$ cat src/rtl/pipe_hazard_ctrl_if.sv
// ID-stage instruction/control bundle and fetch enables for pipe_hazard_ctrl.
// PIPE_FWD_EN adds the EX-aligned forwarding selects fwd_a/fwd_b.
interface pipe_hazard_ctrl_if;
  logic [31:0] id_ins;
  logic        id_regwrite;
  logic        id_memtoreg;
  logic        id_regdst;
  logic        id_ew;
  logic        id_pcsrc;
  logic        br_taken;
  logic        pc_en;
  logic        b1_en;
  logic        b1_flush;
  logic        b2_bubble;
`ifdef PIPE_FWD_EN
  logic [1:0]  fwd_a;
  logic [1:0]  fwd_b;

  modport master (
    input  id_ins, id_regwrite, id_memtoreg,
    input  id_regdst, id_ew, id_pcsrc, br_taken,
    output pc_en, b1_en, b1_flush, b2_bubble,
    output fwd_a, fwd_b
  );

  modport slave (
    output id_ins, id_regwrite, id_memtoreg,
    output id_regdst, id_ew, id_pcsrc, br_taken,
    input  pc_en, b1_en, b1_flush, b2_bubble,
    input  fwd_a, fwd_b
  );
`else
  modport master (
    input  id_ins, id_regwrite, id_memtoreg,
    input  id_regdst, id_ew, id_pcsrc, br_taken,
    output pc_en, b1_en, b1_flush, b2_bubble
  );

  modport slave (
    output id_ins, id_regwrite, id_memtoreg,
    output id_regdst, id_ew, id_pcsrc, br_taken,
    input  pc_en, b1_en, b1_flush, b2_bubble
  );
`endif
endinterface

$ cat src/rtl/pipe_hazard_ctrl.sv
// RAW/branch sequencing for the 5-stage MIPS pipeline (PC, buffer1, buffer2).
// Define PIPE_FWD_EN to add EX/MEM forwarding selects and reduce stalls.
module pipe_hazard_ctrl #(
  parameter bit WB_BYPASS = 1'b0,
  parameter int CNT_W     = 16
) (
  input  logic             clk,
  input  logic             rst_n,
  pipe_hazard_ctrl_if.master bus,
  output logic [CNT_W-1:0] stall_cnt,
  output logic [CNT_W-1:0] flush_cnt
);

  typedef struct packed {
    logic       v;
    logic [4:0] d;
    logic       ld;
  } sb_t;

  typedef enum logic [1:0] {
    IDLE,
    BR1,
    BR2
  } state_t;

  state_t     state, state_n;
  sb_t        ex, mem, wb, ex_n;
  logic [4:0] rs, rt, rd, dest;
  logic       rt_use;
  logic       hazard;
  logic       issue;
  logic       stall_inc;
  logic       flush_inc;
  logic       pc_en, b1_en, b1_flush, b2_bubble;

  assign rs     = bus.id_ins[25:21];
  assign rt     = bus.id_ins[20:16];
  assign rd     = bus.id_ins[15:11];
  assign dest   = bus.id_regdst ? rd : rt;
  assign rt_use = bus.id_regdst | bus.id_ew | bus.id_pcsrc;

  function automatic logic src_hit(sb_t e, logic [4:0] a,
                                   logic [4:0] b, logic bu);
    return e.v && ((a != 5'd0 && e.d == a) ||
                   (bu && b != 5'd0 && e.d == b));
  endfunction

  logic ex_hit, mem_hit, wb_hit;
  assign ex_hit  = src_hit(ex, rs, rt, rt_use);
  assign mem_hit = src_hit(mem, rs, rt, rt_use);
  assign wb_hit  = src_hit(wb, rs, rt, rt_use) && !WB_BYPASS;

`ifdef PIPE_FWD_EN
  // Only a load in EX cannot be forwarded in time.
  assign hazard = (ex_hit && ex.ld) || wb_hit;
  logic unused_mem_hit;
  assign unused_mem_hit = mem_hit;
`else
  assign hazard = ex_hit || mem_hit || wb_hit;
`endif

  always_comb begin
    state_n   = state;
    pc_en     = 1'b1;
    b1_en     = 1'b1;
    b1_flush  = 1'b0;
    b2_bubble = 1'b0;
    issue     = 1'b0;
    stall_inc = 1'b0;
    flush_inc = 1'b0;
    unique case (state)
      IDLE: begin
        if (hazard) begin
          pc_en     = 1'b0;
          b1_en     = 1'b0;
          b2_bubble = 1'b1;
          stall_inc = 1'b1;
        end else if (bus.id_pcsrc) begin
          issue    = 1'b1;
          pc_en    = 1'b0;
          b1_flush = 1'b1;
          state_n  = BR1;
        end else begin
          issue = 1'b1;
        end
      end
      BR1: begin
        pc_en     = 1'b0;
        b1_flush  = 1'b1;
        b2_bubble = 1'b1;
        state_n   = BR2;
      end
      BR2: begin
        b2_bubble = 1'b1;
        b1_flush  = bus.br_taken;
        flush_inc = bus.br_taken;
        state_n   = IDLE;
      end
      default: state_n = IDLE;
    endcase
  end

  assign bus.pc_en     = pc_en;
  assign bus.b1_en     = b1_en;
  assign bus.b1_flush  = b1_flush;
  assign bus.b2_bubble = b2_bubble;

  always_comb begin
    ex_n = '0;
    if (issue) begin
      ex_n.v  = bus.id_regwrite && dest != 5'd0;
      ex_n.d  = dest;
      ex_n.ld = bus.id_memtoreg;
    end
  end

  always_ff @(posedge clk or negedge rst_n) begin
    if (!rst_n) begin
      state <= IDLE;
      ex    <= '0;
      mem   <= '0;
      wb    <= '0;
    end else begin
      state <= state_n;
      ex    <= ex_n;
      mem   <= ex;
      wb    <= mem;
    end
  end

  always_ff @(posedge clk or negedge rst_n) begin
    if (!rst_n) begin
      stall_cnt <= '0;
      flush_cnt <= '0;
    end else begin
      if (stall_inc && stall_cnt != '1)
        stall_cnt <= stall_cnt + 1'b1;
      if (flush_inc && flush_cnt != '1)
        flush_cnt <= flush_cnt + 1'b1;
    end
  end

`ifdef PIPE_FWD_EN
  // Newest producer wins: EX (buffer3 ALU) before MEM (mux4 writeback).
  function automatic logic [1:0] fsel(logic [4:0] r, logic u,
                                      sb_t e, sb_t m);
    if (!u || r == 5'd0)         return 2'b00;
    else if (e.v && e.d == r)    return 2'b01;
    else if (m.v && m.d == r)    return 2'b10;
    else                         return 2'b00;
  endfunction

  logic [1:0] fwd_a, fwd_b;

  always_ff @(posedge clk or negedge rst_n) begin
    if (!rst_n) begin
      fwd_a <= 2'b00;
      fwd_b <= 2'b00;
    end else if (issue) begin
      fwd_a <= fsel(rs, 1'b1, ex, mem);
      fwd_b <= fsel(rt, rt_use, ex, mem);
    end else begin
      fwd_a <= 2'b00;
      fwd_b <= 2'b00;
    end
  end

  assign bus.fwd_a = fwd_a;
  assign bus.fwd_b = fwd_b;
`endif

  logic unused_bits;
  assign unused_bits = ^{bus.id_ins[31:26], bus.id_ins[10:0],
                         ex.ld, mem.ld, wb.ld};

endmodule

$ cat src/flat_wrapper.sv
// flat-port wrapper written by rule: the top's interface ports become plain ports
module pipe_hazard_ctrl_flat 
#(
  parameter bit WB_BYPASS = 1'b0,
  parameter int CNT_W     = 16
)
  (clk, rst_n, stall_cnt, flush_cnt, bus_id_ins, bus_id_regwrite, bus_id_memtoreg, bus_id_regdst, bus_id_ew, bus_id_pcsrc, bus_br_taken, bus_pc_en, bus_b1_en, bus_b1_flush, bus_b2_bubble);
  pipe_hazard_ctrl_if bus_i ();
  input  logic clk;
  input  logic rst_n;
  output logic [CNT_W-1:0] stall_cnt;
  output logic [CNT_W-1:0] flush_cnt;
  input wire logic [$bits(bus_i.id_ins)-1:0] bus_id_ins;
  input wire logic [$bits(bus_i.id_regwrite)-1:0] bus_id_regwrite;
  input wire logic [$bits(bus_i.id_memtoreg)-1:0] bus_id_memtoreg;
  input wire logic [$bits(bus_i.id_regdst)-1:0] bus_id_regdst;
  input wire logic [$bits(bus_i.id_ew)-1:0] bus_id_ew;
  input wire logic [$bits(bus_i.id_pcsrc)-1:0] bus_id_pcsrc;
  input wire logic [$bits(bus_i.br_taken)-1:0] bus_br_taken;
  output wire logic [$bits(bus_i.pc_en)-1:0] bus_pc_en;
  output wire logic [$bits(bus_i.b1_en)-1:0] bus_b1_en;
  output wire logic [$bits(bus_i.b1_flush)-1:0] bus_b1_flush;
  output wire logic [$bits(bus_i.b2_bubble)-1:0] bus_b2_bubble;
  assign bus_i.id_ins = bus_id_ins;
  assign bus_i.id_regwrite = bus_id_regwrite;
  assign bus_i.id_memtoreg = bus_id_memtoreg;
  assign bus_i.id_regdst = bus_id_regdst;
  assign bus_i.id_ew = bus_id_ew;
  assign bus_i.id_pcsrc = bus_id_pcsrc;
  assign bus_i.br_taken = bus_br_taken;
  assign bus_pc_en = bus_i.pc_en;
  assign bus_b1_en = bus_i.b1_en;
  assign bus_b1_flush = bus_i.b1_flush;
  assign bus_b2_bubble = bus_i.b2_bubble;
  pipe_hazard_ctrl #(.WB_BYPASS(WB_BYPASS), .CNT_W(CNT_W)) u_core (.clk(clk), .rst_n(rst_n), .bus(bus_i), .stall_cnt(stall_cnt), .flush_cnt(flush_cnt));
endmodule
$ cat config.mk
export PLATFORM = sky130hd
export DESIGN_NAME = pipe_hazard_ctrl_flat
export DESIGN_NICKNAME = d
export VERILOG_FILES = /design/src/rtl/pipe_hazard_ctrl_if.sv /design/src/rtl/pipe_hazard_ctrl.sv /design/src/flat_wrapper.sv
export SDC_FILE = /design/constraint.sdc
export NUM_CORES = 1
export LEC_CHECK = 0
export BUFFER_PORTS_ARGS = -buffer_cell sky130_fd_sc_hd__buf_2
export CORE_AREA = 8 8 84 86
export CTS_BUF_LIST = sky130_fd_sc_hd__clkbuf_2
export DETAILED_ROUTE_END_ITERATION = 7
export DIE_AREA = 0 0 92 94
export GPL_ROUTABILITY_DRIVEN = 1
export PLACE_DENSITY = 0.81
export SLEW_MARGIN = 20
export SYNTH_ARGS = -nofsm -noshare
export SYNTH_HDL_FRONTEND = slang
export SYNTH_SLANG_ARGS = --single-unit
$ cat constraint.sdc
create_clock -name clk -period 2.2 [get_ports clk]
set_input_delay 0 -clock clk [delete_from_list [all_inputs] [get_ports clk]]
set_output_delay 0 -clock clk [all_outputs]
set_load 0.02 [all_outputs]
==> results.json <==
{
  "htree_num_levels": 2,
  "yosysUniqueCellTypes": 40,
  "track_usage": 0.168,
  "gp_routability_congestion": 0.854,
  "worst-path-buf-inv": 5,
  "timing.final.ws_setup_ns": -0.282,
  "synthCells": 245,
  "critPathKind": "flip-flop to flip-flop",
  "grt_overflow": 0,
  "critPathMaxFanout": 5,
  "synth_warnings": 0,
  "place_worst_setup_slack_ns": -0.189,
  "cpPeakStageDelay_ns": 0.47,
  "cp_data_arrival_time_ns": 2.87,
  "detail_route.vias_per_cell": 5.27,
  "drc": 0,
  "core-area_um2": 5750,
  "syn_nets": 293,
  "max_freq_ghz": 0.403,
  "drive_gt1_frac": 0.425,
  "antenna_found_initial": 1,
  "wirelength_um": 7640,
  "synthTopCellsByCount": "dfrtp_1, xor2_1, xnor2_1, nand2_1, nor2_1",
  "synth_edf_count": 0,
  "antenna_left": 0,
  "grt_max_degree": 53,
  "syn_area_per_cell_um2": 11.2,
  "period_share": 1.13,
  "maxSlewHeadroom": 0.432,
  "synth_ff_type": "dfrtp_1",
  "wl_per_cell_um": 17.2,
  "worstSetupEndpointType": "flip-flop",
  "numCtsBuffers": 5,
  "drt_first_iter_violations": 104,
  "skew_ns": 0.0278,
  "syn2layout_area_growth_pct": 42.6,
  "dpl.cell_count": 409,
  "synth.most_common_cell": "dfrtp_1",
  "synthSimpleGateAreaFrac": 0.198,
  "grt_setup_unrepaired": "yes",
  "hpwlAfterDp_um": 4840,
  "power.static_leakage_uw": 0.00197,
  "min_path_type": "input port to flip-flop",
  "die-area_um2": 8650,
  "outcome": "finished with violations",
  "ys_seq_elements": 52,
  "synthMuxAreaShare": 0.0389,
  "grt_pass1_wl_um": 11800,
  "p_per_area_nw_per_um2": 783,
  "path_delay_family": "simple AND/OR/NAND/NOR gates",
  "fillers": 430,
  "rows": 28,
  "netlist_area_um2": 2730,
  "crit_chain": "buf_6, buf_6, xor2_1, nor3_1, nand4_1, a21boi_4, buf_6, o31ai_4, buf_4, buf_6, nor3b_4, xor2_1",
  "die_x_um": 92,
  "crit_slowest_cell": "dfrtp_1",
  "cts_tree": "built",
  "setup_viol": 22,
  "synth_fa_ha_area_frac": 0.0366,
  "yosys.area.top_type": "dfrtp_1",
  "grt_pass1_vias": 2499,
  "synth-xor-area-share": 0.189,
  "finalMaxSlewViolations": 0,
  "fin_nets": 415,
  "synth_compound_area_frac": 0.0380,
  "via_count": 2333,
  "synth_top_family_by_area": "simple AND/OR/NAND/NOR gates",
  "holdWs_ns": 0.0424,
  "min_period_ns": 2.48,
  "synth_area_leaders": "dfrtp_1, xor2_1, xnor2_1",
  "dpl_cell_area_um2": 3370,
  "worst_slew_pin_slew_ns": 0.850,
  "root_buffer": "clkbuf_2",
  "async_flop_share": 1.00,
  "ys_seq_area_frac": 0.476,
  "die_y_um": 94,
  "cts_sinks": 52,
  "ir_drop_uv": 763,
  "io_pins": 76,
  "initial_core_util": 0.476,
  "cts_buffer_depth": 2,
  "drv_cap": 0,
  "cp_common_cell": "buf_6",
  "clk_pin_slew_worst_paths_ns": 0.26,
  "hold_viol": 0,
  "required_ns": 2.59,
  "fin_cells": 443,
  "dr.pass1.iters": 5,
  "cp-start-kind": "flip-flop",
  "clk_latency_ns": 0.44,
  "port_buffers": 57,
  "postLayoutCellArea_um2": 3900,
  "violations": "setup timing",
  "synth_top_area_frac": 0.476
}
[report_power, final]
| group | switching [uW] | total, uW | internal, uW |
|---|---|---|---|
| clock network | 293 | 369 | 75.7 |
| registers | 173 | 1320 | 1140 |
| logic | 678 | 1370 | 689 |
[layout by cell type (no fill, tap or decap), types with 11 or more instances in the layout]
cell / synthesis / final
xnor2_1: 24 / 22
dlygate4sd3_1: 0 / 14
dfrtp_1: 52 / 52
buf_4: 1 / 40
buf_6: 2 / 11
and3_1: 12 / 12
nand3_1: 13 / 12
nand2_1: 17 / 16
buf_2: 0 / 53
nor2_1: 14 / 12
xor2_1: 35 / 35
[sequential cells by signal (all words and copies together) (netlist names)]
name              cells
u_core.state          2
u_core.flush_cnt     16
u_core.wb             6
u_core.ex             6
u_core.mem            6
u_core.stall_cnt     16
[worst paths after layout]
kind	start	to	slack, ns	cells past startpoint
max	u_core.ex[1]$_DFF_PN0_	u_core.stall_cnt[8]$_DFFE_PN0P_	-0.28	12
min	bus_br_taken	u_core.flush_cnt[4]$_DFFE_PN0P_	0.04	4
max reg2reg	u_core.ex[1]$_DFF_PN0_	u_core.stall_cnt[8]$_DFFE_PN0P_	-0.28	12
min reg2reg	u_core.mem[6]$_DFF_PN0_	u_core.wb[6]$_DFF_PN0_	0.40	0
max in group asynchronous	rst_n	u_core.flush_cnt[2]$_DFFE_PN0P_	1.58	3
min in group asynchronous	rst_n	u_core.stall_cnt[7]$_DFFE_PN0P_	0.17	3
[repair_timing]
action	CTS	global route
cloned	0	1
pin swaps	16	25
endpoints found under the setup margin	22	22
hold buffers	14	0
endpoints found under the hold margin	58	0
gates resized for setup	26	30
buffers inserted	8	5
[stage by stage]
step | setup TNS (ns) | util | total power, uW
floorplan | -0.00628 | - | 1950
global placement | -0.321 | 0.587 | 2360
detailed placement | -1.48 | 0.587 | 2400
CTS | -1.51 | 0.648 | 2890
global route | -6.06 | 0.679 | 3230
finish | -3.78 | 0.679 | 3050
[final cells by class]
type                    count  area, um2  area share
clock inverters             1       5.00     0.00128
diodes                      1       2.50    0.000642
well taps                  75       93.8      0.0241
clock buffers               6       30.0     0.00770
repair buffers            121        880       0.226
flip-flops and latches     52       1300       0.334
inverters                   6       22.5     0.00578
multi-input cells         181       1560       0.401
[kinds of logic after synthesis]
| group | Yosys count |
|---|---|
| XOR/XNOR | 59 |
| AND/OR/NAND/NOR | 92 |
| buffers and inverters | 12 |
| AO/OA/AOI/OAI | 12 |
| adder cells (fa/ha/maj) | 8 |
| multiplexers | 10 |
| flip-flops | 52 |
[worst register-to-register path: stages (launching register included)]
cell      delay, ns
dfrtp_1        0.47
buf_6          0.13
buf_6          0.11
xor2_1         0.13
nor3_1         0.25
nand4_1        0.22
a21boi_4       0.22
buf_6          0.12
o31ai_4        0.09
buf_4          0.17
buf_6          0.14
nor3b_4        0.22
xor2_1         0.19
[per-layer routing]
| layer | GRT usage | up-vias | part of all wire |
|---|---|---|---|
| li1 | - | 1088 | - |
| met1 | 0.183 | 1140 | 0.39 |
| met2 | 0.289 | 76 | 0.52 |
| met3 | 0.0384 | 29 | 0.044 |
| met4 | 0.109 | 0 | 0.042 |
| met5 | 0 | - | 0 |
Power figures use the tool's default switching activity.
